<file path="config.mk">
export PLATFORM = sky130hd
export DESIGN_NAME = ov5640_dvp_tx
export DESIGN_NICKNAME = d
export VERILOG_FILES = /design/src/rtl/ov5640_pkg.sv /design/src/rtl/ov5640_pattern_pix.sv /design/src/rtl/ov5640_dvp_tx.sv
export SDC_FILE = /design/constraint.sdc
export NUM_CORES = 1
export LEC_CHECK = 0
export ABC_CLOCK_PERIOD_IN_PS = 3200
export BUFFER_PORTS_ARGS = -buffer_cell sky130_fd_sc_hd__buf_2
export CORE_ASPECT_RATIO = 0.8
export CORE_MARGIN = 1
export CORE_UTILIZATION = 61
export DETAILED_ROUTE_END_ITERATION = 6
export PLACE_DENSITY = 0.85
export SLEW_MARGIN = 10
export SYNTH_ARGS = -nofsm -noshare
export SYNTH_HDL_FRONTEND = slang
export SYNTH_HIERARCHICAL = 1
export SYNTH_SLANG_ARGS = --single-unit
</file>
<file path="constraint.sdc">
create_clock -name sys_clk -period 3.2 [get_ports sys_clk]
set_input_delay 0.16 -clock sys_clk [delete_from_list [all_inputs] [get_ports sys_clk]]
set_output_delay 0.16 -clock sys_clk [all_outputs]
set_load 0.05 [all_outputs]
</file>
<file path="src/rtl/ov5640_pkg.sv">
// rtl/ov5640_pkg.sv - shared enums and bar colours for the OV5640 DVP test-pattern source
package ov5640_pkg;

    typedef enum logic [1:0] {
        PAT_BARS  = 2'd0,
        PAT_GRAD  = 2'd1,
        PAT_WHITE = 2'd2,
        PAT_CHECK = 2'd3
    } pattern_t;

    typedef enum logic [2:0] {
        ST_IDLE   = 3'd0,
        ST_VSYNC  = 3'd1,
        ST_VBP    = 3'd2,
        ST_ACTIVE = 3'd3,
        ST_VFP    = 3'd4
    } state_t;

    localparam logic [15:0] BAR_WHITE   = 16'hFFFF;
    localparam logic [15:0] BAR_YELLOW  = 16'hFFE0;
    localparam logic [15:0] BAR_CYAN    = 16'h07FF;
    localparam logic [15:0] BAR_GREEN   = 16'h07E0;
    localparam logic [15:0] BAR_MAGENTA = 16'hF81F;
    localparam logic [15:0] BAR_RED     = 16'hF800;
    localparam logic [15:0] BAR_BLUE    = 16'h001F;
    localparam logic [15:0] BAR_BLACK   = 16'h0000;

    function automatic logic [15:0] bar_color(input logic [2:0] idx);
        case (idx)
            3'd0:    return BAR_WHITE;
            3'd1:    return BAR_YELLOW;
            3'd2:    return BAR_CYAN;
            3'd3:    return BAR_GREEN;
            3'd4:    return BAR_MAGENTA;
            3'd5:    return BAR_RED;
            3'd6:    return BAR_BLUE;
            default: return BAR_BLACK;
        endcase
    endfunction

endpackage

</file>
<file path="src/rtl/ov5640_pattern_pix.sv">
// rtl/ov5640_pattern_pix.sv - RGB565 pixel value for a given column, line, bar and pattern
module ov5640_pattern_pix
    import ov5640_pkg::*;
(
    input  logic [8:0]  x,
    input  logic [8:0]  y,
    input  logic [2:0]  bar,
    input  pattern_t    pattern,
    output logic [15:0] pix
);

    logic unused_bits;
    assign unused_bits = ^{x[3:0], y[2:0]};

    always_comb begin
        pix = 16'h0000;
        unique case (pattern)
            PAT_BARS:  pix = bar_color(bar);
            PAT_GRAD:  pix = {x[8:4], y[8:3], x[8:4]};
            PAT_WHITE: pix = 16'hFFFF;
            PAT_CHECK: pix = (x[5] ^ y[5]) ? 16'hFFFF : 16'h0000;
        endcase
    end

endmodule

</file>
<file path="src/rtl/ov5640_dvp_tx.sv">
// rtl/ov5640_dvp_tx.sv - DVP frame timing, FSM and RGB565 byte serialiser
module ov5640_dvp_tx
    import ov5640_pkg::*;
#(
    parameter int H_PIXEL   = 640,
    parameter int V_PIXEL   = 480,
    parameter int H_BLANK   = 288,
    parameter int VS_LINES  = 4,
    parameter int VBP_LINES = 18,
    parameter int VFP_LINES = 8
) (
    input  logic       sys_clk,
    input  logic       sys_rst_n,
    input  logic       enable,
    input  logic [1:0] pattern_sel,
    output logic       dvp_vsync,
    output logic       dvp_href,
    output logic [7:0] dvp_data,
    output logic       frame_done,
    output logic       busy
);

    localparam int L_CYC  = 2 * H_PIXEL + H_BLANK;
    localparam int LCW    = $clog2(L_CYC);
    localparam int XW     = $clog2(H_PIXEL);
    localparam int BAR_W  = H_PIXEL / 8;
    localparam int BCW    = $clog2(BAR_W + 1);
    localparam int MAX_A  = (V_PIXEL > VS_LINES) ? V_PIXEL : VS_LINES;
    localparam int MAX_B  = (VBP_LINES > VFP_LINES) ? VBP_LINES : VFP_LINES;
    localparam int MAX_LN = (MAX_A > MAX_B) ? MAX_A : MAX_B;
    localparam int LNW    = $clog2(MAX_LN + 1);

    localparam logic [LCW-1:0] L_LAST   = LCW'(L_CYC - 1);
    localparam logic [LCW-1:0] HREF_END = LCW'(2 * H_PIXEL);
    localparam logic [XW-1:0]  X_LAST   = XW'(H_PIXEL - 1);
    localparam logic [BCW-1:0] BAR_LAST = BCW'(BAR_W - 1);
    localparam logic [LNW-1:0] Y_LAST   = LNW'(V_PIXEL - 1);

    state_t         state;
    pattern_t       pat;
    logic [LCW-1:0] lcnt;
    logic [LNW-1:0] line_cnt;
    logic [XW-1:0]  x_cnt;
    logic [BCW-1:0] bar_cnt;
    logic [2:0]     bar_idx;
    logic           phase;

    logic [LNW-1:0] line_last;
    logic           line_end, seg_end, href_now;
    logic [15:0]    pix;

    // In ACTIVE the line counter doubles as the y coordinate.
    always_comb begin
        line_last = '0;
        case (state)
            ST_VSYNC:  line_last = LNW'(VS_LINES - 1);
            ST_VBP:    line_last = LNW'(VBP_LINES - 1);
            ST_ACTIVE: line_last = Y_LAST;
            ST_VFP:    line_last = LNW'(VFP_LINES - 1);
            default:   line_last = '0;
        endcase
    end

    assign line_end = (lcnt == L_LAST);
    assign seg_end  = line_end && (line_cnt == line_last);
    assign href_now = (state == ST_ACTIVE) && (lcnt < HREF_END);

    ov5640_pattern_pix u_pix (
        .x       (9'(x_cnt)),
        .y       (9'(line_cnt)),
        .bar     (bar_idx),
        .pattern (pat),
        .pix     (pix)
    );

    always_ff @(posedge sys_clk or negedge sys_rst_n) begin
        if (!sys_rst_n) begin
            state      <= ST_IDLE;
            pat        <= PAT_BARS;
            lcnt       <= '0;
            line_cnt   <= '0;
            x_cnt      <= '0;
            bar_cnt    <= '0;
            bar_idx    <= '0;
            phase      <= 1'b0;
            dvp_vsync  <= 1'b0;
            dvp_href   <= 1'b0;
            dvp_data   <= 8'h00;
            frame_done <= 1'b0;
            busy       <= 1'b0;
        end else begin
            // Outputs trail the state/counters by one cycle, uniformly.
            dvp_vsync  <= (state == ST_VSYNC);
            dvp_href   <= href_now;
            dvp_data   <= href_now ? (phase ? pix[7:0] : pix[15:8]) : 8'h00;
            frame_done <= (state == ST_ACTIVE) && (line_cnt == Y_LAST) && (lcnt == HREF_END);
            busy       <= (state != ST_IDLE);

            if (state == ST_IDLE) begin
                if (enable) begin
                    state <= ST_VSYNC;
                    pat   <= pattern_t'(pattern_sel);
                end
            end else begin
                lcnt <= line_end ? '0 : lcnt + LCW'(1);
                if (line_end)
                    line_cnt <= seg_end ? '0 : line_cnt + LNW'(1);
                if (seg_end) begin
                    case (state)
                        ST_VSYNC:  state <= ST_VBP;
                        ST_VBP:    state <= ST_ACTIVE;
                        ST_ACTIVE: state <= ST_VFP;
                        default: begin
                            if (enable) begin
                                state <= ST_VSYNC;
                                pat   <= pattern_t'(pattern_sel);
                            end else begin
                                state <= ST_IDLE;
                            end
                        end
                    endcase
                end
            end

            if (href_now) begin
                phase <= ~phase;
                if (phase) begin
                    if (x_cnt == X_LAST) begin
                        x_cnt   <= '0;
                        bar_cnt <= '0;
                        bar_idx <= '0;
                    end else begin
                        x_cnt <= x_cnt + XW'(1);
                        if (bar_cnt == BAR_LAST) begin
                            bar_cnt <= '0;
                            bar_idx <= bar_idx + 3'd1;
                        end else begin
                            bar_cnt <= bar_cnt + BCW'(1);
                        end
                    end
                end
            end
        end
    end

endmodule
</file>
==> impl_metrics.env, run 1 <==
export IMPL_reg2reg_depth=6
export IMPL_io_pins=17
export IMPL_yosysSeqAreaShare_pct=45.17
export IMPL_portBuffers=16
export IMPL_synth_async_sr_flop_share_pct=100.0
export IMPL_status="finished, final reports clean"
export IMPL_reg2reg_to="state[0]$_DFFE_PN0P_"
export IMPL_synth_cell_area_um2=3213
export IMPL_yosys_register_bits=58
export IMPL_layout_min_cycle_time_ps=2568
export IMPL_required_ps=3400
export IMPL_peakVddDrop_mv=0.4382
export IMPL_setup_tns_ps=0
export IMPL_track_usage_pct=25.38
export IMPL_path_max_fanout=15
export IMPL_final_period_utilization_pct=80.26
export IMPL_die_x_um=83.14
export IMPL_num_rows=23
export IMPL_synthFlopType="dfrtp_1"
export IMPL_cts_tree="done"
export IMPL_finClkSkew_ps=10.05
export IMPL_synthCells=332
export IMPL_start_util_pct=63.80
export IMPL_dieArea_um2=5563
export IMPL_maxSlewViolCount=0
export IMPL_synth_fp_nets=343
export IMPL_drc=0
export IMPL_cts_path_max_buffers=2
export IMPL_worstPathArrival_ps=2770
export IMPL_max_freq_ghz=0.3893
export IMPL_r2r_start="state[2]$_DFFE_PN0P_"
export IMPL_grt_max_degree=34
export IMPL_clkSinkCount=58
export IMPL_cts_root_buf="clkbuf_8"
export IMPL_min_from="pattern_sel[0]"
export IMPL_hold_path_class="in2reg"
export IMPL_dr_pass1_iters=5
export IMPL_hold_slack_ps=41.30
export IMPL_vias=2448
export IMPL_wl_per_cell_um=14.81
export IMPL_viasPerCell=5.885
export IMPL_cts_made_buffers=9
export IMPL_clock_latency_ps=350
export IMPL_slew_headroom_pct=60.75
export IMPL_hold_viol_final=0
export IMPL_core_um2=5036
export IMPL_pre_cts_ws_ps=670.5
export IMPL_synthXorXnorAreaFrac_pct=6.269
export IMPL_r2r_setup_slack_ps=630
export IMPL_layout_common_cells="dfrtp_1, nor2_1, nand2_1"
export IMPL_grt_pass1_vias=2330
export IMPL_end_kind="flip-flop"
export IMPL_synth_compound_area_share_pct=7.983
export IMPL_synth_distinct_cells=51
export IMPL_swShare_pct=30.78
export IMPL_dpl_hpwl_um=4341
export IMPL_die_h_um=66.92
export IMPL_htree_levels=3
export IMPL_synth_warnings=6
export IMPL_globalRouteOverflowTotal=0
export IMPL_maxCapViolCount=0
export IMPL_clkTransAtPathRegs_ps=70
export IMPL_hold_end="pat[0]$_DFFE_PN0P_"
export IMPL_p_total_mw=1.892
export IMPL_wl_um=6161
export IMPL_pwr_share_clk_pct=36.2
export IMPL_synth_top_family_by_area="simple AND/OR/NAND/NOR gates"
export IMPL_diodes=0
export IMPL_finalNetCount=360
export IMPL_grt_antenna_before_repair=0
export IMPL_tightestPinTransition_ps=588.7
export IMPL_power_density_nw_per_um2=538.5
export IMPL_multiInputGateArea_um2=1634
export IMPL_seq_area_um2=1451
export IMPL_worstSetupStartpointType="flip-flop"
export IMPL_setup_viol=0
export IMPL_synthAdderAreaFrac_pct=2.336
export IMPL_seqPwrFrac_pct=46.3
export IMPL_num_fill_cells=365
export IMPL_comb_power_share_pct=17.4
export IMPL_cts_resized=0
export IMPL_layout_drive_gt1_share_pct=14.12
export IMPL_areaGrowthSynthToFinish_pct=9.346
export IMPL_dpl_cell_area_um2=3299
export IMPL_setup_ws_ps=631.5
export IMPL_grt_pass1_wl_um=10850
export IMPL_layout_commonest_cell="dfrtp_1"
export IMPL_power_switching_mw=0.5824
export IMPL_final_area_um2=3513
export IMPL_p_int_mw=1.310
export IMPL_place_gp_congestion=0.8895
export IMPL_yosys_area_share_simple_pct=28.15
export IMPL_antenna_left=0
export IMPL_synth_edf_count=0
export IMPL_avgSynthCellArea_um2=9.678
export IMPL_hold_depth=2
export IMPL_synthMuxAreaShare_pct=6.114
export IMPL_p_leak_nw=1.608
export IMPL_drtIter0Drc=227
export IMPL_rsz0062_at_grt="no"
export IMPL_path_class="reg2reg"
==> power groups by stage <==
stage / Sequential [mW] / Clock (mW) / Combinational (mW)
after global routing: 0.884 / 0.735 / 0.374
after global placement: 0.882 / 0 / 0.314
final: 0.877 / 0.685 / 0.330
after detailed placement: 0.888 / 0 / 0.321
after CTS: 0.875 / 0.702 / 0.327
after floorplan: 0.869 / 0 / 0.269
==> area by class of cell <==
class / instances / area share (%)
Clock buffer: 10 / 3.917
Clock inverter: 6 / 1.887
Sequential cell: 58 / 41.31
Multi-Input combinational cell: 251 / 46.51
Tap cell: 62 / 2.208
Timing Repair Buffer: 20 / 3.205
Inverter: 9 / 0.9615
==> per-stage QoR <==
stage / std cells / utilization (%)
6_report: 416 / 69.76
5_1_grt: 416 / 69.76
4_1_cts: 416 / 69.76
3_5_place_dp: 399 / 65.52
3_3_place_gp: 399 / 65.52
2_1_floorplan: 332 / -
==> worst max-delay path by stage <==
stage	startpoint	end	slack [ps]	depth (start not counted)
floorplan	lcnt[5]$_DFFE_PN0N_	pat[0]$_DFFE_PN0P_	770	6
global route	state[2]$_DFFE_PN0P_	state[0]$_DFFE_PN0P_	450	6
global placement	lcnt[5]$_DFFE_PN0N_	pat[0]$_DFFE_PN0P_	760	6
detailed placement	state[2]$_DFFE_PN0P_	state[2]$_DFFE_PN0P_	670	5
finish	state[2]$_DFFE_PN0P_	state[0]$_DFFE_PN0P_	630	6
CTS	state[2]$_DFFE_PN0P_	state[0]$_DFFE_PN0P_	650	6
==> cells by family after synthesis <==
group,after synthesis
AO/OA/AOI/OAI,41
XOR/XNOR,23
adder cells (fa/ha/maj),6
buffers and inverters,23
flip-flops,58
multiplexers,19
AND/OR/NAND/NOR,162
==> what timing repair did <==
item,CTS,global route
setup buffers,0,0
endpoints found under the hold margin,25,0
hold buffers,1,0
==> metal layers <==
metal	share of wire (%)	GRT usage, %
met5	0	0
met4	1.4	12.07
met3	4.9	6.444
met2	45	38.83
met1	48	34.02
==> cells in the mapped netlist, drive strengths merged (4+ instances only) <==
master   n  area share (%)
dfrtp   58              45
nor2    41             4.8
nand2   30             3.5
o21ai   19             3.0
xnor2   17             4.6
nor3    16             2.5
mux2i   14             4.4
nand3   14             2.2
nand4   13             2.5
buf      9             2.3
a21oi    8             1.2
and3     8             1.8
inv      8            0.93
nand2b   8             1.6
ha       6             2.3
xor2     6             1.6
clkbuf   5            0.58
mux2     5             1.8
nor4b    5             2.3
nor2b    4            0.78
or3      4            0.78
==> critical path: stages, from the launching register on <==
cell,delay (ps)
dfrtp_1,540
and3b_1,410
mux2i_1,250
or4b_1,520
nor4_4,330
mux2i_1,260
o31ai_1,110
==> registers in the layout, indices dropped and copies added, names as in the netlist <==
register,cells
lcnt,11
x_cnt,10
line_cnt,9
dvp_data,8
bar_cnt,7
bar_idx,3
state,3
pat,2
busy,1
dvp_href,1
dvp_vsync,1
frame_done,1
phase,1
Note: power is estimated with default switching activity, not from simulation.
==> run 2: changes to the inputs <==
- ABC_CLOCK_PERIOD_IN_PS: 3200 -> 2200
- CORE_UTILIZATION: 61 -> 55
- PLACE_DENSITY: 0.85 -> 0.81
- clock period: 3.2 -> 2.2 ns (I/O delays scaled with it)
==> impl_metrics.env, run 2 (same netlist as run 1, synthesis figures left out) <==
export IMPL_status="finished, violations left"
export IMPL_violations="negative setup slack"
export IMPL_layout_min_cycle_time_ps=2573
export IMPL_slowest_delay_ps=570
export IMPL_worstSetupStartpointType="flip-flop"
export IMPL_peakVddDrop_mv=0.4362
export IMPL_layout_commonest_cell="dfrtp_1"
export IMPL_grt_antenna_before_repair=0
export IMPL_viasPerCell=5.748
export IMPL_pre_cts_ws_ps=-201.4
export IMPL_layout_drive_gt1_share_pct=26.38
export IMPL_path_class="reg2reg"
export IMPL_cts_root_buf="clkbuf_8"
export IMPL_p_leak_nw=1.871
export IMPL_required_ps=2420
export IMPL_setup_viol=14
export IMPL_grt_max_degree=59
export IMPL_num_fill_cells=414
export IMPL_path_depth=7
export IMPL_worst_path_buf_inv=1
export IMPL_final_period_utilization_pct=117.0
export IMPL_vias=2736
export IMPL_drc=0
export IMPL_antenna_left=0
export IMPL_maxSlewViolCount=0
export IMPL_diodes=0
export IMPL_dpl_hpwl_um=4654
export IMPL_wl_um=7387
export IMPL_die_x_um=87.46
export IMPL_r2r_setup_slack_ps=-370
export IMPL_hold_end="pat[1]$_DFFE_PN0P_"
export IMPL_dieArea_um2=6154
export IMPL_worstPathArrival_ps=2800
export IMPL_drtIter0Drc=323
export IMPL_power_density_nw_per_um2=730.7
export IMPL_reg2reg_to="state[0]$_DFFE_PN0P_"
export IMPL_clkSinkCount=58
export IMPL_setup_ws_ps=-373.4
export IMPL_min_from="pattern_sel[1]"
export IMPL_clock_latency_ps=340
export IMPL_rsz0062_at_grt="yes"
export IMPL_reg2reg_depth=7
export IMPL_cts_tree="done"
export IMPL_htree_levels=3
export IMPL_slowest_stage="or4_4"
export IMPL_core_um2=5525
export IMPL_portBuffers=16
export IMPL_hold_viol_final=0
export IMPL_cts_path_max_buffers=2
export IMPL_finClkSkew_ps=8.921
export IMPL_end_kind="flip-flop"
export IMPL_layout_common_cells="dfrtp_1, buf_4, nor2_1"
export IMPL_largest_register="lcnt"
export IMPL_place_gp_congestion=0.8283
export IMPL_stdcell_count=476
export IMPL_grt_pass1_wl_um=11720
export IMPL_dr_pass1_iters=7
export IMPL_globalRouteOverflowTotal=0
export IMPL_r2r_start="line_cnt[6]$_DFFE_PN0P_"
export IMPL_die_h_um=70.37
export IMPL_setup_tns_ps=-2933
export IMPL_max_freq_ghz=0.3886
export IMPL_tightestPinTransition_ps=728.8
export IMPL_track_usage_pct=25.04
export IMPL_areaGrowthSynthToFinish_pct=22.86
export IMPL_cp_top_family="simple AND/OR/NAND/NOR gates"
export IMPL_slew_headroom_pct=51.41
export IMPL_finalNetCount=405
export IMPL_wl_per_cell_um=15.52
export IMPL_crit_chain="or4_4 -> mux2i_2 -> or4b_4 -> nor4_4 -> buf_4 -> mux2i_1 -> o31ai_1"
export IMPL_hold_path_class="in2reg"
export IMPL_grt_pass1_vias=2558
export IMPL_maxCapViolCount=0
export IMPL_start_util_pct=58.15
export IMPL_cts_made_buffers=9
export IMPL_path_max_fanout=3
export IMPL_top_regs="lcnt: 11 flops, x_cnt: 10 flops, line_cnt: 9 flops"
export IMPL_largest_reg_flops=11
export IMPL_dp_cells=451
export IMPL_num_rows=24
export IMPL_hold_depth=2
export IMPL_io_pins=17
export IMPL_clkTransAtPathRegs_ps=60
-- run 2: cell count changes in the layout (fill, tap and decap cells not counted), moves of 2 or more --
cell	previous run	this run
o31ai_1	3	1
mux2_2	3	1
o21ai_0	19	16
buf_6	0	4
mux2_1	2	0
clkbuf_8	10	12
o31ai_2	0	2
o2bb2ai_2	0	2
mux2_4	0	4
o2bb2ai_1	2	0
buf_4	3	44
o21ai_1	0	2
clkinvlp_4	3	0
-- run 2: final cells by class --
| class | instances | area [um2] | area share (%) |
|---|---|---|---|
| clock buffer | 13 | 168.9 | 4.279 |
| clock inverter | 2 | 35.03 | 0.8875 |
| inverter | 9 | 33.78 | 0.8558 |
| multi-input combinational | 251 | 1695 | 42.95 |
| sequential | 58 | 1451 | 36.77 |
| tap | 78 | 97.59 | 2.472 |
| timing repair buffer | 65 | 465.4 | 11.79 |
-- run 2: how the worst max path moves through the flow --
| stage | start | end | slack [ps] |
|---|---|---|---|
| 6_report | line_cnt[6]$_DFFE_PN0P_ | state[0]$_DFFE_PN0P_ | -370 |
| 5_1_grt | line_cnt[6]$_DFFE_PN0P_ | state[1]$_DFFE_PN0P_ | -450 |
| 4_1_cts | lcnt[7]$_DFFE_PN0N_ | pat[1]$_DFFE_PN0P_ | -210 |
| 3_5_place_dp | lcnt[5]$_DFFE_PN0N_ | pat[1]$_DFFE_PN0P_ | -200 |
| 3_3_place_gp | lcnt[5]$_DFFE_PN0N_ | pat[1]$_DFFE_PN0P_ | -160 |
| 2_1_floorplan | lcnt[5]$_DFFE_PN0N_ | pat[0]$_DFFE_PN0P_ | -230 |
-- run 2: routing by layer --
metal	vias up	global-route usage, %	wire length (um)
met2	109	38.28	3449
met4	0	7.468	69
met1	1321	34.53	3404
met3	10	6.974	464
li1	1296	-	-
met5	-	0	0
-- run 2: what timing repair did --
item	CTS	global route
endpoints found under the hold margin	58	0
pin swaps	3	4
gates resized for setup	4	15
cloned	0	1
buffers inserted	3	7
setup endpoints to repair	10	14
hold buffers	1	0
-- run 2: metrics by stage --
stage | total power, mW | utilization [%] | hold slack (ps) | instance area [um2]
after floorplan | 1.655 | - | -185.6 | 3217
after global placement | 1.827 | 65.04 | 294.4 | 3593
after detailed placement | 1.857 | 65.04 | 292.5 | 3593
after CTS | 2.872 | 69.68 | 7.452 | 3850
after global routing | 3.035 | 71.44 | 20.91 | 3948
final | 2.884 | 71.44 | 24.76 | 3948
-- run 2: report_power, final --
group | total [mW] | internal, mW | switching [mW] | leakage, nW
combinational | 0.627 | 0.286 | 0.340 | 0.983
clock | 1.01 | 0.608 | 0.405 | 0.106
sequential | 1.25 | 1.15 | 0.0932 | 0.782
total | 2.88 | 2.05 | 0.838 | 1.87
-- run 2: worst register-to-register path, stage by stage (launching register included) --
cell     delay, ps
dfrtp_1        400
or4_4          570
mux2i_2        200
or4b_4         510
nor4_4         300
buf_4          200
mux2i_1        190
o31ai_1         90
==> run 3: changes to the inputs <==
- CELL_PAD_IN_SITES_DETAIL_PLACEMENT: not set -> 0
- CELL_PAD_IN_SITES_GLOBAL_PLACEMENT: not set -> 2
- CORE_UTILIZATION: 55 -> 35
- PLACE_DENSITY: 0.81 -> 0.8
- SETUP_SLACK_MARGIN: not set -> 0.15
==> impl_metrics.env, run 3 (same netlist as run 1, synthesis figures left out) <==
export IMPL_p_leak_nw=1.925
export IMPL_die_x_um=109.1
export IMPL_rsz0062_at_grt="yes"
export IMPL_crit_chain="nor4b_4 -> and4_4 -> or4b_4 -> nor4b_4 -> o221a_2 -> mux2_1"
export IMPL_num_rows=30
export IMPL_worstSetupStartpointType="flip-flop"
export IMPL_io_pins=17
export IMPL_worstPathArrival_ps=2670
export IMPL_num_fill_cells=839
export IMPL_tightestPinTransition_ps=527.5
export IMPL_cts_made_buffers=9
export IMPL_track_usage_pct=17.40
export IMPL_portBuffers=16
export IMPL_finalNetCount=404
export IMPL_worst_path_buf_inv=0
export IMPL_r2r_setup_slack_ps=-270
export IMPL_core_um2=8708
export IMPL_layout_drive_gt1_share_pct=24.87
export IMPL_path_max_fanout=2
export IMPL_viasPerCell=5.080
export IMPL_drc=0
export IMPL_dpl_hpwl_um=5251
export IMPL_seq_area_um2=1451
export IMPL_start_util_pct=36.90
export IMPL_crit_top_cell="nor4b_4"
export IMPL_largest_reg_flops=11
export IMPL_max_freq_ghz=0.4055
export IMPL_vias=2591
export IMPL_hold_end="pat[1]$_DFFE_PN0P_"
export IMPL_stdcell_count=510
export IMPL_antenna_left=0
export IMPL_globalRouteOverflowTotal=0
export IMPL_dp_cells=486
export IMPL_layout_commonest_cell="dfrtp_1"
export IMPL_largest_register="lcnt"
export IMPL_violations="negative setup slack"
export IMPL_grt_pass1_wl_um=12560
export IMPL_required_ps=2400
export IMPL_status="finished, violations left"
export IMPL_layout_common_cells="dfrtp_1, buf_4, nor2_1"
export IMPL_cts_tree="done"
export IMPL_clkSinkCount=58
export IMPL_cp_top_family="simple AND/OR/NAND/NOR gates"
export IMPL_clkTransAtPathRegs_ps=50
export IMPL_setup_viol=12
export IMPL_wl_per_cell_um=14.24
export IMPL_wl_um=7261
export IMPL_end_kind="flip-flop"
export IMPL_slew_headroom_pct=64.83
export IMPL_areaGrowthSynthToFinish_pct=28.12
export IMPL_hold_depth=2
export IMPL_die_h_um=87.70
export IMPL_post_route_util_pct=47.27
export IMPL_dpl_cell_area_um2=3643
export IMPL_dr_pass1_iters=5
export IMPL_p_total_mw=3.599
export IMPL_reg2reg_depth=6
export IMPL_diodes=0
export IMPL_final_area_um2=4116
export IMPL_grt_max_degree=23
export IMPL_setup_tns_ps=-1581
export IMPL_top_regs="lcnt: 11 flops, x_cnt: 10 flops, line_cnt: 9 flops"
export IMPL_peakVddDrop_mv=0.4035
export IMPL_maxCapViolCount=0
export IMPL_drtIter0Drc=128
export IMPL_setup_ws_ps=-266.1
export IMPL_cts_root_buf="clkbuf_16"
export IMPL_min_from="pattern_sel[1]"
export IMPL_final_period_utilization_pct=112.1
export IMPL_grt_pass1_vias=2509
export IMPL_cts_path_max_buffers=2
export IMPL_hold_viol_final=0
export IMPL_r2r_start="lcnt[7]$_DFFE_PN0N_"
export IMPL_slowest_stage="or4b_4"
export IMPL_hold_path_class="in2reg"
export IMPL_maxSlewViolCount=0
export IMPL_path_class="reg2reg"
export IMPL_htree_levels=3
export IMPL_finClkSkew_ps=8.539
export IMPL_slowest_delay_ps=480
export IMPL_dieArea_um2=9570
export IMPL_layout_min_cycle_time_ps=2466
export IMPL_place_gp_congestion=0.7481
export IMPL_multiInputGateArea_um2=1670
export IMPL_pre_cts_ws_ps=-279.3
export IMPL_grt_antenna_before_repair=0
export IMPL_clock_latency_ps=330
export IMPL_reg2reg_to="pat[1]$_DFFE_PN0P_"
export IMPL_hold_slack_ps=27.47
export IMPL_power_density_nw_per_um2=874.3
run 3: routing by layer:
metal | global-route usage, % | wire length [um]
met2 | 24.19 | 3008
met3 | 6.027 | 245
met5 | 0 | 0
met1 | 25.36 | 3972
met4 | 4.668 | 35
run 3: power breakdown:
group	leakage [nW]	total [mW]	internal, mW	switching (mW)
clock network	0.180	1.75	1.25	0.502
logic	0.963	0.606	0.281	0.325
registers	0.782	1.24	1.15	0.0876
run 3: area by class of cell:
class | instances | share of cell area, %
clock buffer | 11 | 5.897
timing repair buffer | 64 | 11.00
inverter | 9 | 0.8207
sequential | 58 | 35.26
clock inverter | 5 | 3.040
tap | 112 | 3.404
multi-input combinational | 251 | 40.58
run 3: how the worst max path moves through the flow:
stage,depth (start not counted),to,from
final,6,pat[1]$_DFFE_PN0P_,lcnt[7]$_DFFE_PN0N_
after global routing,6,pat[1]$_DFFE_PN0P_,lcnt[7]$_DFFE_PN0N_
after CTS,7,line_cnt[2]$_DFFE_PN0P_,lcnt[7]$_DFFE_PN0N_
after detailed placement,7,line_cnt[2]$_DFFE_PN0P_,lcnt[5]$_DFFE_PN0N_
after global placement,7,line_cnt[2]$_DFFE_PN0P_,lcnt[5]$_DFFE_PN0N_
after floorplan,6,pat[0]$_DFFE_PN0P_,lcnt[5]$_DFFE_PN0N_
run 3: worst register-to-register path, delay by kind of cell, from the launching register on:
kind,cells,cell delay [ps]
AOI/OAI and AO/OA,1,260
DFF,1,400
and+or+nand+nor,4,1360
muxes,1,320
run 3: what timing repair did:
item / in CTS / in global routing
resized for setup: 3 / 9
gates cloned: 0 / 0
hold endpoints to repair: 21 / 0
endpoints found under the setup margin: 14 / 19
pin swaps: 2 / 2
setup buffers: 1 / 5
hold buffers: 2 / 0
